==> src/rtl/btu_pkg.sv <==
// Shared BTU payload types and the arbiter state encoding.
package btu_pkg;

  localparam int unsigned BTU_DIM_W  = 8;
  localparam int unsigned BTU_MODE_W = 8;
  localparam int unsigned BTU_OP_W   = 32;

  typedef struct packed {
    logic [BTU_DIM_W-1:0]  n;
    logic [BTU_MODE_W-1:0] mode;
    logic [BTU_OP_W-1:0]   operand;
  } btu_input_t;

  typedef struct packed {
    logic [BTU_DIM_W-1:0] num_rows;
    logic [BTU_OP_W-1:0]  result;
  } btu_output_t;

  typedef enum logic {
    ARB  = 1'b0,
    HOLD = 1'b1
  } btu_arb_state_t;

endpackage

==> src/rtl/btu_tag_fifo.sv <==
// Flop-based in-order FIFO holding requester IDs of issued BTU operations.
module btu_tag_fifo #(
  parameter int unsigned DEPTH = 2,
  parameter int unsigned WIDTH = 2
) (
  input  logic                       clk,
  input  logic                       rst_n,
  input  logic                       i_push,
  input  logic [WIDTH-1:0]           i_wdata,
  input  logic                       i_pop,
  output logic [WIDTH-1:0]           o_rdata,
  output logic                       o_full,
  output logic                       o_empty,
  output logic [$clog2(DEPTH):0]     o_count
);

  localparam int unsigned PTR_W = (DEPTH > 1) ? $clog2(DEPTH) : 1;
  localparam int unsigned CNT_W = $clog2(DEPTH) + 1;

  logic [WIDTH-1:0] r_mem [DEPTH];
  logic [PTR_W-1:0] r_wr_ptr;
  logic [PTR_W-1:0] r_rd_ptr;
  logic [CNT_W-1:0] r_count;
  logic             w_push;
  logic             w_pop;

  function automatic logic [PTR_W-1:0] ptr_inc(input logic [PTR_W-1:0] p);
    return (32'(p) == DEPTH - 1) ? '0 : p + PTR_W'(1);
  endfunction

  assign o_full  = (r_count == CNT_W'(DEPTH));
  assign o_empty = (r_count == '0);
  assign o_count = r_count;
  assign o_rdata = r_mem[r_rd_ptr];
  assign w_push  = i_push & ~o_full;
  assign w_pop   = i_pop & ~o_empty;

  always_ff @(posedge clk or negedge rst_n) begin
    if (!rst_n) begin
      r_wr_ptr <= '0;
      r_rd_ptr <= '0;
      r_count  <= '0;
    end else begin
      if (w_push) r_wr_ptr <= ptr_inc(r_wr_ptr);
      if (w_pop)  r_rd_ptr <= ptr_inc(r_rd_ptr);
      case ({w_push, w_pop})
        2'b10:   r_count <= r_count + CNT_W'(1);
        2'b01:   r_count <= r_count - CNT_W'(1);
        default: r_count <= r_count;
      endcase
    end
  end

  // Storage needs no reset: entries are only read while the FIFO is non-empty.
  always_ff @(posedge clk) begin
    if (w_push) r_mem[r_wr_ptr] <= i_wdata;
  end

endmodule

==> src/rtl/btu_arbiter.sv <==
// Round-robin front end sharing one BTU between NUM_REQ requesters; a tag FIFO
// steers each in-order BTU result back to the requester that issued it.
module btu_arbiter
  import btu_pkg::*;
#(
  parameter int unsigned NUM_REQ         = 4,
  parameter int unsigned MAX_OUTSTANDING = 2
) (
  input  logic                               clk,
  input  logic                               rst_n,
  input  logic        [NUM_REQ-1:0]          req_valid,
  output logic        [NUM_REQ-1:0]          req_ready,
  input  btu_input_t  [NUM_REQ-1:0]          req_data,
  output logic                               btu_valid_in,
  input  logic                               btu_ready_in,
  output btu_input_t                         btu_data_in,
  input  logic                               btu_valid_out,
  output logic                               btu_ready_out,
  input  btu_output_t                        btu_data_out,
  output logic        [NUM_REQ-1:0]          rsp_valid,
  input  logic        [NUM_REQ-1:0]          rsp_ready,
  output btu_output_t                        rsp_data,
  output logic        [$clog2(MAX_OUTSTANDING):0] outstanding,
  output logic                               proto_err
);

  localparam int unsigned ID_W  = $clog2(NUM_REQ);
  localparam int unsigned CNT_W = $clog2(MAX_OUTSTANDING) + 1;

  btu_arb_state_t   r_state;
  btu_arb_state_t   w_state_nxt;
  logic [ID_W-1:0]  r_held_id;
  logic [ID_W-1:0]  w_held_id_nxt;
  logic [ID_W-1:0]  r_rr_ptr;
  logic [ID_W-1:0]  w_rr_ptr_nxt;
  logic             r_proto_err;
  logic             w_proto_err_nxt;

  logic [ID_W-1:0]  w_grant;
  logic             w_issue;
  logic             w_pop;
  logic [ID_W-1:0]  w_head;
  logic             w_fifo_full;
  logic             w_fifo_empty;
  logic [CNT_W-1:0] w_fifo_count;

  // First asserted request at or after ptr, wrapping around.
  function automatic logic [ID_W-1:0] rr_pick(input logic [NUM_REQ-1:0] v,
                                              input logic [ID_W-1:0]    ptr);
    logic [ID_W-1:0] pick;
    logic            found;
    int unsigned     idx;
    pick  = ptr;
    found = 1'b0;
    for (int unsigned k = 0; k < NUM_REQ; k++) begin
      idx = (32'(ptr) + k) % NUM_REQ;
      if (!found && v[ID_W'(idx)]) begin
        pick  = ID_W'(idx);
        found = 1'b1;
      end
    end
    return pick;
  endfunction

  btu_tag_fifo #(
    .DEPTH (MAX_OUTSTANDING),
    .WIDTH (ID_W)
  ) u_tag_fifo (
    .clk     (clk),
    .rst_n   (rst_n),
    .i_push  (w_issue),
    .i_wdata (w_grant),
    .i_pop   (w_pop),
    .o_rdata (w_head),
    .o_full  (w_fifo_full),
    .o_empty (w_fifo_empty),
    .o_count (w_fifo_count)
  );

  always_ff @(posedge clk or negedge rst_n) begin
    if (!rst_n) begin
      r_state     <= ARB;
      r_held_id   <= '0;
      r_rr_ptr    <= '0;
      r_proto_err <= 1'b0;
    end else begin
      r_state     <= w_state_nxt;
      r_held_id   <= w_held_id_nxt;
      r_rr_ptr    <= w_rr_ptr_nxt;
      r_proto_err <= w_proto_err_nxt;
    end
  end

  always_comb begin
    w_state_nxt     = r_state;
    w_held_id_nxt   = r_held_id;
    w_rr_ptr_nxt    = r_rr_ptr;
    w_proto_err_nxt = r_proto_err;
    w_grant         = rr_pick(req_valid, r_rr_ptr);
    btu_valid_in    = 1'b0;
    req_ready       = '0;
    rsp_valid       = '0;
    btu_ready_out   = 1'b0;

    case (r_state)
      ARB: begin
        btu_valid_in = (|req_valid) & ~w_fifo_full;
      end
      HOLD: begin
        // A requester abandoning its held request is flagged and not issued.
        w_grant      = r_held_id;
        btu_valid_in = req_valid[r_held_id];
        if (!req_valid[r_held_id]) begin
          w_proto_err_nxt = 1'b1;
          w_state_nxt     = ARB;
        end
      end
      default: w_state_nxt = ARB;
    endcase

    btu_data_in = req_data[w_grant];
    w_issue     = btu_valid_in & btu_ready_in;

    if (w_issue) begin
      req_ready[w_grant] = 1'b1;
      w_rr_ptr_nxt       = (w_grant == ID_W'(NUM_REQ - 1)) ? '0 : w_grant + ID_W'(1);
      w_state_nxt        = ARB;
    end else if (btu_valid_in && (r_state == ARB)) begin
      w_state_nxt   = HOLD;
      w_held_id_nxt = w_grant;
    end

    // Results arrive in issue order, so the FIFO head names their owner.
    if (w_fifo_empty) begin
      btu_ready_out = btu_valid_out;
      if (btu_valid_out) w_proto_err_nxt = 1'b1;
    end else begin
      btu_ready_out     = rsp_ready[w_head];
      rsp_valid[w_head] = btu_valid_out;
    end
    w_pop = btu_valid_out & btu_ready_out & ~w_fifo_empty;
  end

  assign rsp_data    = btu_data_out;
  assign outstanding = w_fifo_count;
  assign proto_err   = r_proto_err;

endmodule

==> config.mk <==
export PLATFORM = sky130hd
export DESIGN_NAME = btu_arbiter
export DESIGN_NICKNAME = d
export VERILOG_FILES = /design/src/rtl/btu_pkg.sv /design/src/rtl/btu_tag_fifo.sv /design/src/rtl/btu_arbiter.sv
export SDC_FILE = /design/constraint.sdc
export NUM_CORES = 1
export LEC_CHECK = 0
export CAP_MARGIN = 20
export CORE_AREA = 8 8 129 131
export CTS_BUF_LIST = sky130_fd_sc_hd__clkbuf_8
export CTS_CLUSTER_DIAMETER = 120
export DETAILED_ROUTE_END_ITERATION = 7
export DIE_AREA = 0 0 137 139
export PLACE_DENSITY = 0.73
export SLEW_MARGIN = 30
export SYNTH_ARGS = -nofsm -noshare
export SYNTH_HDL_FRONTEND = slang
export SYNTH_SLANG_ARGS = --single-unit
==> constraint.sdc <==
create_clock -name clk -period 4.99 [get_ports clk]
set_input_delay 0.998 -clock clk [delete_from_list [all_inputs] [get_ports clk]]
set_output_delay 0.998 -clock clk [all_outputs]
set_load 0.02 [all_outputs]
Yosys cells after proc, flatten, opt, wreduce, memory -nomap -nowiden

Memory sizes are Yosys's and may differ from the RTL's.
Cells that the tools add are included.

Flip-flop bits (word level): 10
Memories kept: 1
Logic and storage cells: 96
Input bits: 244
Bits in writable memories: 4

Multiplexer cells: 43
$add $sub $neg: 8
Bitwise logic cells: 11
Magnitude comparators: 9
Reductions and logical operators: 13
Equal/unequal tests: 4

Memories:

| name             | depth | width | read ports | clocked after Yosys merged registers in | write ports | line               | RTL |
|---|---|---|---|---|---|---|---|
| u_tag_fifo.r_mem | 2     | 2     | 1          | 0                                       | 1           | btu_tag_fifo.sv:20 | `logic [WIDTH-1:0] r_mem [DEPTH];` |

Operators by type and width:

| kind                | count |
|---|---|
| $bmux 48 s2         | 1 |
| $mux 48             | 1 |
| $mux 1              | 24 |
| $lt 2x3->1 const B  | 7 |
| $bmux 1 s2          | 6 |
| $mux 2              | 5 |
| $mux 4              | 2 |
| $add 2x1->2 const B | 3 |
| $and 1x1->1         | 6 |
| $eq 2x2->1 const B  | 3 |
| $logic_and 1x1->1   | 6 |
| $add 2x2->2 const B | 2 |
| $and 4x4->4         | 1 |
| $demux 1 s2         | 2 |
| $ge 2x1->1 const B  | 2 |
| $not 1->1           | 4 |
| $pmux 2 s2          | 1 |
| $reduce_or 4->1     | 1 |
| $logic_not 1->1     | 3 |
| $add 1x1->1 const B | 2 |
| $eq 2x1->1 const B  | 1 |
| $logic_not 2->1     | 1 |
| $pmux 1 s2          | 1 |
| $reduce_and 2->1    | 1 |
| 2 further kinds     | 2 |

Depth between registers and ports, before layout

Word-level depth: 18
Mapped depth: 9
Gate-level depth less buffers: 8

Modules after synthesis

From an unflattened synthesis, not the netlist that was laid out.

Cell total of the unflattened synthesis: 288
Area total of the unflattened synthesis: 2955.3 um2

By module, submodules not included:

| module       | instances | cells each | area each (um2) |
|---|---|---|---|
| btu_arbiter  | 1         | 264        | 2616.3 |
| btu_tag_fifo | 1         | 24         | 339.1 |

Least setup slack after synthesis

OpenSTA, ideal clock, no wires.

Kind: input to output
From: in req_valid[0]
To: out req_ready[2]
Path slack: 1369 ps
Data arrival time: 2623 ps
Stages on the path: 5
Path through: and3b_1 a2111oi_4 nor3_1 clkbuf_1 nor4_1

Word-level cells in the longest chain between the ends: 18

Ends and longest elaborated chain:

| what                                                           | line               | RTL |
|---|---|---|
| start, declared                                                | btu_arbiter.sv:11  | `input logic [NUM_REQ-1:0] req_valid,` |
| $bmux 1 s2                                                     | btu_arbiter.sv:57  | `if (!found && v[ID_W'(idx)]) begin` |
| $mux 1 (not written as such)                                   | btu_arbiter.sv:57  |  |
| $mux 1                                                         | btu_arbiter.sv:57  |  |
| $logic_not 1->1                                                | btu_arbiter.sv:57  |  |
| $logic_and 1x1->1                                              | btu_arbiter.sv:57  |  |
| $mux 1                                                         | btu_arbiter.sv:57  |  |
| $logic_not 1->1                                                | btu_arbiter.sv:57  |  |
| $logic_and 1x1->1                                              | btu_arbiter.sv:57  |  |
| [2 not listed]                                                 | n/a                |  |
| $logic_and 1x1->1                                              | btu_arbiter.sv:57  |  |
| $mux 2                                                         | btu_arbiter.sv:57  |  |
| $mux 2                                                         | btu_arbiter.sv:105 | `case (r_state)` |
| $lt 2x3->1 (not written as such) or $ge 2x1->1 (tied branches) | btu_arbiter.sv:125 | `req_ready[w_grant] = 1'b1;` |
| $logic_and 1x1->1 (not written as such)                        | btu_arbiter.sv:125 |  |
| $mux 1 (not written as such)                                   | btu_arbiter.sv:125 |  |
| $demux 1 s2                                                    | btu_arbiter.sv:125 |  |
| $mux 4 (*)                                                     | btu_arbiter.sv:124 | `if (w_issue) begin` |
| end, declared                                                  | btu_arbiter.sv:12  | `output logic [NUM_REQ-1:0] req_ready,` |

Every way passes the cells marked *; elsewhere a longest branch is shown, timed or not. The select of a mux whose other input is x is not followed.

==> qor.csv <==
metric,value,unit
number of diodes,0,
Area growth syn-to-layout,62.3,%
Syn Nets,920,
gr usage total,19.2,%
Critical path destination,btu_data_in[11],
RSZ-0062 raised after global routing,false,
combinational power share,90.1,%
Crit Path Max Fanout,33,
crit path kind,in2out,
initial DRC count,303,
post-CTS sizing,0,
clock sink total,14,
VDD IR-drop max,0.273,mV
Synth async-reset ratio,71.4,%
switching power,0.00222,W
endpoints failing setup,0,
r2r endpoint,u_tag_fifo.o_count[1]$_DFFE_PN0P_,
Setup crit start,req_valid[3],
vias in the first global route,5405,
htree depth,1,
CTS max path bufs,2,
global-route wire length before repair,29800,um
"most common cell after layout, fill and taps aside",clkdlybuf4s50_1,
total setup buffers inserted after CTS,0,
TritonCTS clock tree,done,
post-layout util,46.2,%
TritonCTS buffer count,3,
Tcrit/Tclk final,95.6,%
Pre-antenna DRT Iters,6,
HP Start,u_tag_fifo.r_wr_ptr$_DFFE_PN0P_,
antenna-violating nets left,0,
Final Max Tran Viols,0,
Synth cell types,42,
post-DR wirelength/cell,19.1,um
Final min period,4770,ps
highest-count cells in the layout ignoring fill and taps,"264 x clkdlybuf4s50_1, 151 x nand2_1, 96 x nand3_1",
post-synthesis register bit count,14,
initial antenna violation count,0,
Core ar.,0.0148,mm2
Mapped Area,0.00420,mm2
Die Wd,137,um
Power Internal,0.00192,W
Worst EP arrival,3770,ps
Switching Share,53.6,%
Critical Path RT,3990,ps
total grt overflow,0,
P per Cell Area,607,mW/mm2
"EDFF count, synth",4,
Die Span Y,139,um
syn_area_per_cell,6.23,um2
Worst setup EP type,output pin,
Die Area,0.0190,mm2
starting density of the core,28.5,%
# Max-Cap Violations,0,
Post-Route WL,19800,um
post-route setup TNS,0,ps
Max Freq,0.210,GHz
status,"complete, no violations",
Leakage,2.75,nW
Final Hold Viols,0,
HP Class,reg2reg,
Clock Latency Late Sink,240,ps
Layout Skew,2.32,ps
Yosys warning count,0,
reg2reg start,r_held_id[1]$_DFFE_PN0P_,
Worst-path clk slew,60,ps
Slew HR,47.9,%
vias per inst,5.61,
# IOs,345,
CTS Hold Bufs,0,
largest net degree at the start of global routing,118,
Synth Instances,674,
Worst R2R Path Depth,7,
Clock Root Buffer,clkbuf_8,
Vias,5835,
reg2reg setup slack,2600,ps
DR DRC count,0,
Startpoint Class,primary input,
"Top FF cell, synth",dfrtp_1,
fraction of layout cells with a size suffix above 1,5.05,%
# port buffers,264,
Layout Nets,1099,
Worst Tran Pin Value,781,ps
Core Rows,45,
Post-DP HPWL,14500,um
gpl congestion,0.841,
Clk pwr share,2.7,%
sequential cell area fraction in the yosys report,8.82,%
Reg power frac,7.3,%
-- cell families after synthesis --
kind of cell             Yosys count  share of synthesized area, %
AO/OA/AOI/OAI                    157                          27.1
XOR/XNOR                           5                          1.04
adder cells (fa/ha/maj)            2                         0.596
buffers and inverters            113                          14.8
flip-flops                        14                          8.82
multiplexers                      57                          14.3
AND/OR/NAND/NOR                  326                          33.4
-- worst min path at each step --
stage / end / slack, ps / cells past startpoint
floorplan: u_tag_fifo.r_wr_ptr$_DFFE_PN0P_ / 470 / 1
global placement: u_tag_fifo.r_wr_ptr$_DFFE_PN0P_ / 480 / 1
detailed placement: u_tag_fifo.r_wr_ptr$_DFFE_PN0P_ / 480 / 1
CTS: u_tag_fifo.r_wr_ptr$_DFFE_PN0P_ / 500 / 1
global route: u_tag_fifo.r_wr_ptr$_DFFE_PN0P_ / 510 / 1
finish: u_tag_fifo.r_wr_ptr$_DFFE_PN0P_ / 490 / 1
-- sequential cells by signal (all words and copies together), names as in the netlist --
register             count
proto_err                1
u_tag_fifo.r_rd_ptr      1
r_held_id                2
u_tag_fifo.r_mem         4
u_tag_fifo.o_count       2
r_rr_ptr                 2
u_tag_fifo.r_wr_ptr      1
r_state                  1
-- synth_stat cells (2+ instances only) --
cell type | count | share of area, %
or2_2 | 2 | 0.30
a211oi_1 | 49 | 8.8
a32oi_1 | 48 | 10
ha_1 | 2 | 0.60
buf_6 | 3 | 0.80
and3_1 | 2 | 0.30
o31a_1 | 2 | 0.42
mux2i_1 | 51 | 12
edfxtp_1 | 4 | 2.9
nor3_1 | 3 | 0.36
nand2_1 | 152 | 14
a21oi_1 | 49 | 5.8
buf_4 | 41 | 7.3
xnor2_1 | 3 | 0.63
nor2_1 | 56 | 5.0
nand3_1 | 96 | 11
mux2_2 | 4 | 1.1
buf_1 | 11 | 0.98
nor4_1 | 2 | 0.30
inv_1 | 2 | 0.18
mux4_2 | 2 | 1.1
o21ai_0 | 2 | 0.24
buf_2 | 16 | 1.9
dfrtp_1 | 10 | 6.0
xor2_1 | 2 | 0.42
nor2b_1 | 6 | 0.89
clkbuf_1 | 39 | 3.5
-- worst max-delay path, cell delays in order --
cell and delay [ps]:
clkdlybuf4s50_1 500, and3b_1 230, a2111oi_4 510, or2_2 260, buf_12 220, nand3_1 100, a32oi_1 280, clkdlybuf4s50_1 660
-- layout make-up --
class	instances	area (um2)
well taps	188	235
multi-input cells	547	3260
fillers	1518	7940
inverters	3	16.3
flip-flops and latches	14	374
clock buffers	4	55.1
repair buffers	284	2880
-- per-layer routing --
metal / GRT usage (%) / share of wire (%) / up-vias
met5: 0 / 0 / -
met4: 5.84 / 2.7 / 0
met3: 3.73 / 8.0 / 49
met2: 34.3 / 51 / 280
met1: 22.2 / 38 / 2722
li1: - / - / 2784
-- power by group through the flow --
stage | clock network [W] | logic (W) | registers [W]
detailed placement | 0 | 0.00375 | 0.000302
global placement | 0 | 0.00373 | 0.000300
global route | 0.000119 | 0.00401 | 0.000312
CTS | 0.000112 | 0.00377 | 0.000300
floorplan | 0 | 0.00234 | 0.000222
finish | 0.000110 | 0.00373 | 0.000300
-- stage by stage --
step	power [W]	hold WS, ps	setup slack (ps)	instance area [um2]	cells
after global routing	0.00444	505	114	6820	1040
final	0.00414	494	220	6820	1040
after detailed placement	0.00405	484	230	6760	1036
after floorplan	0.00257	467	1370	4200	674
after CTS	0.00418	496	216	6810	1040
after global placement	0.00403	483	238	6760	1036
(Power assumes the default switching activity.)
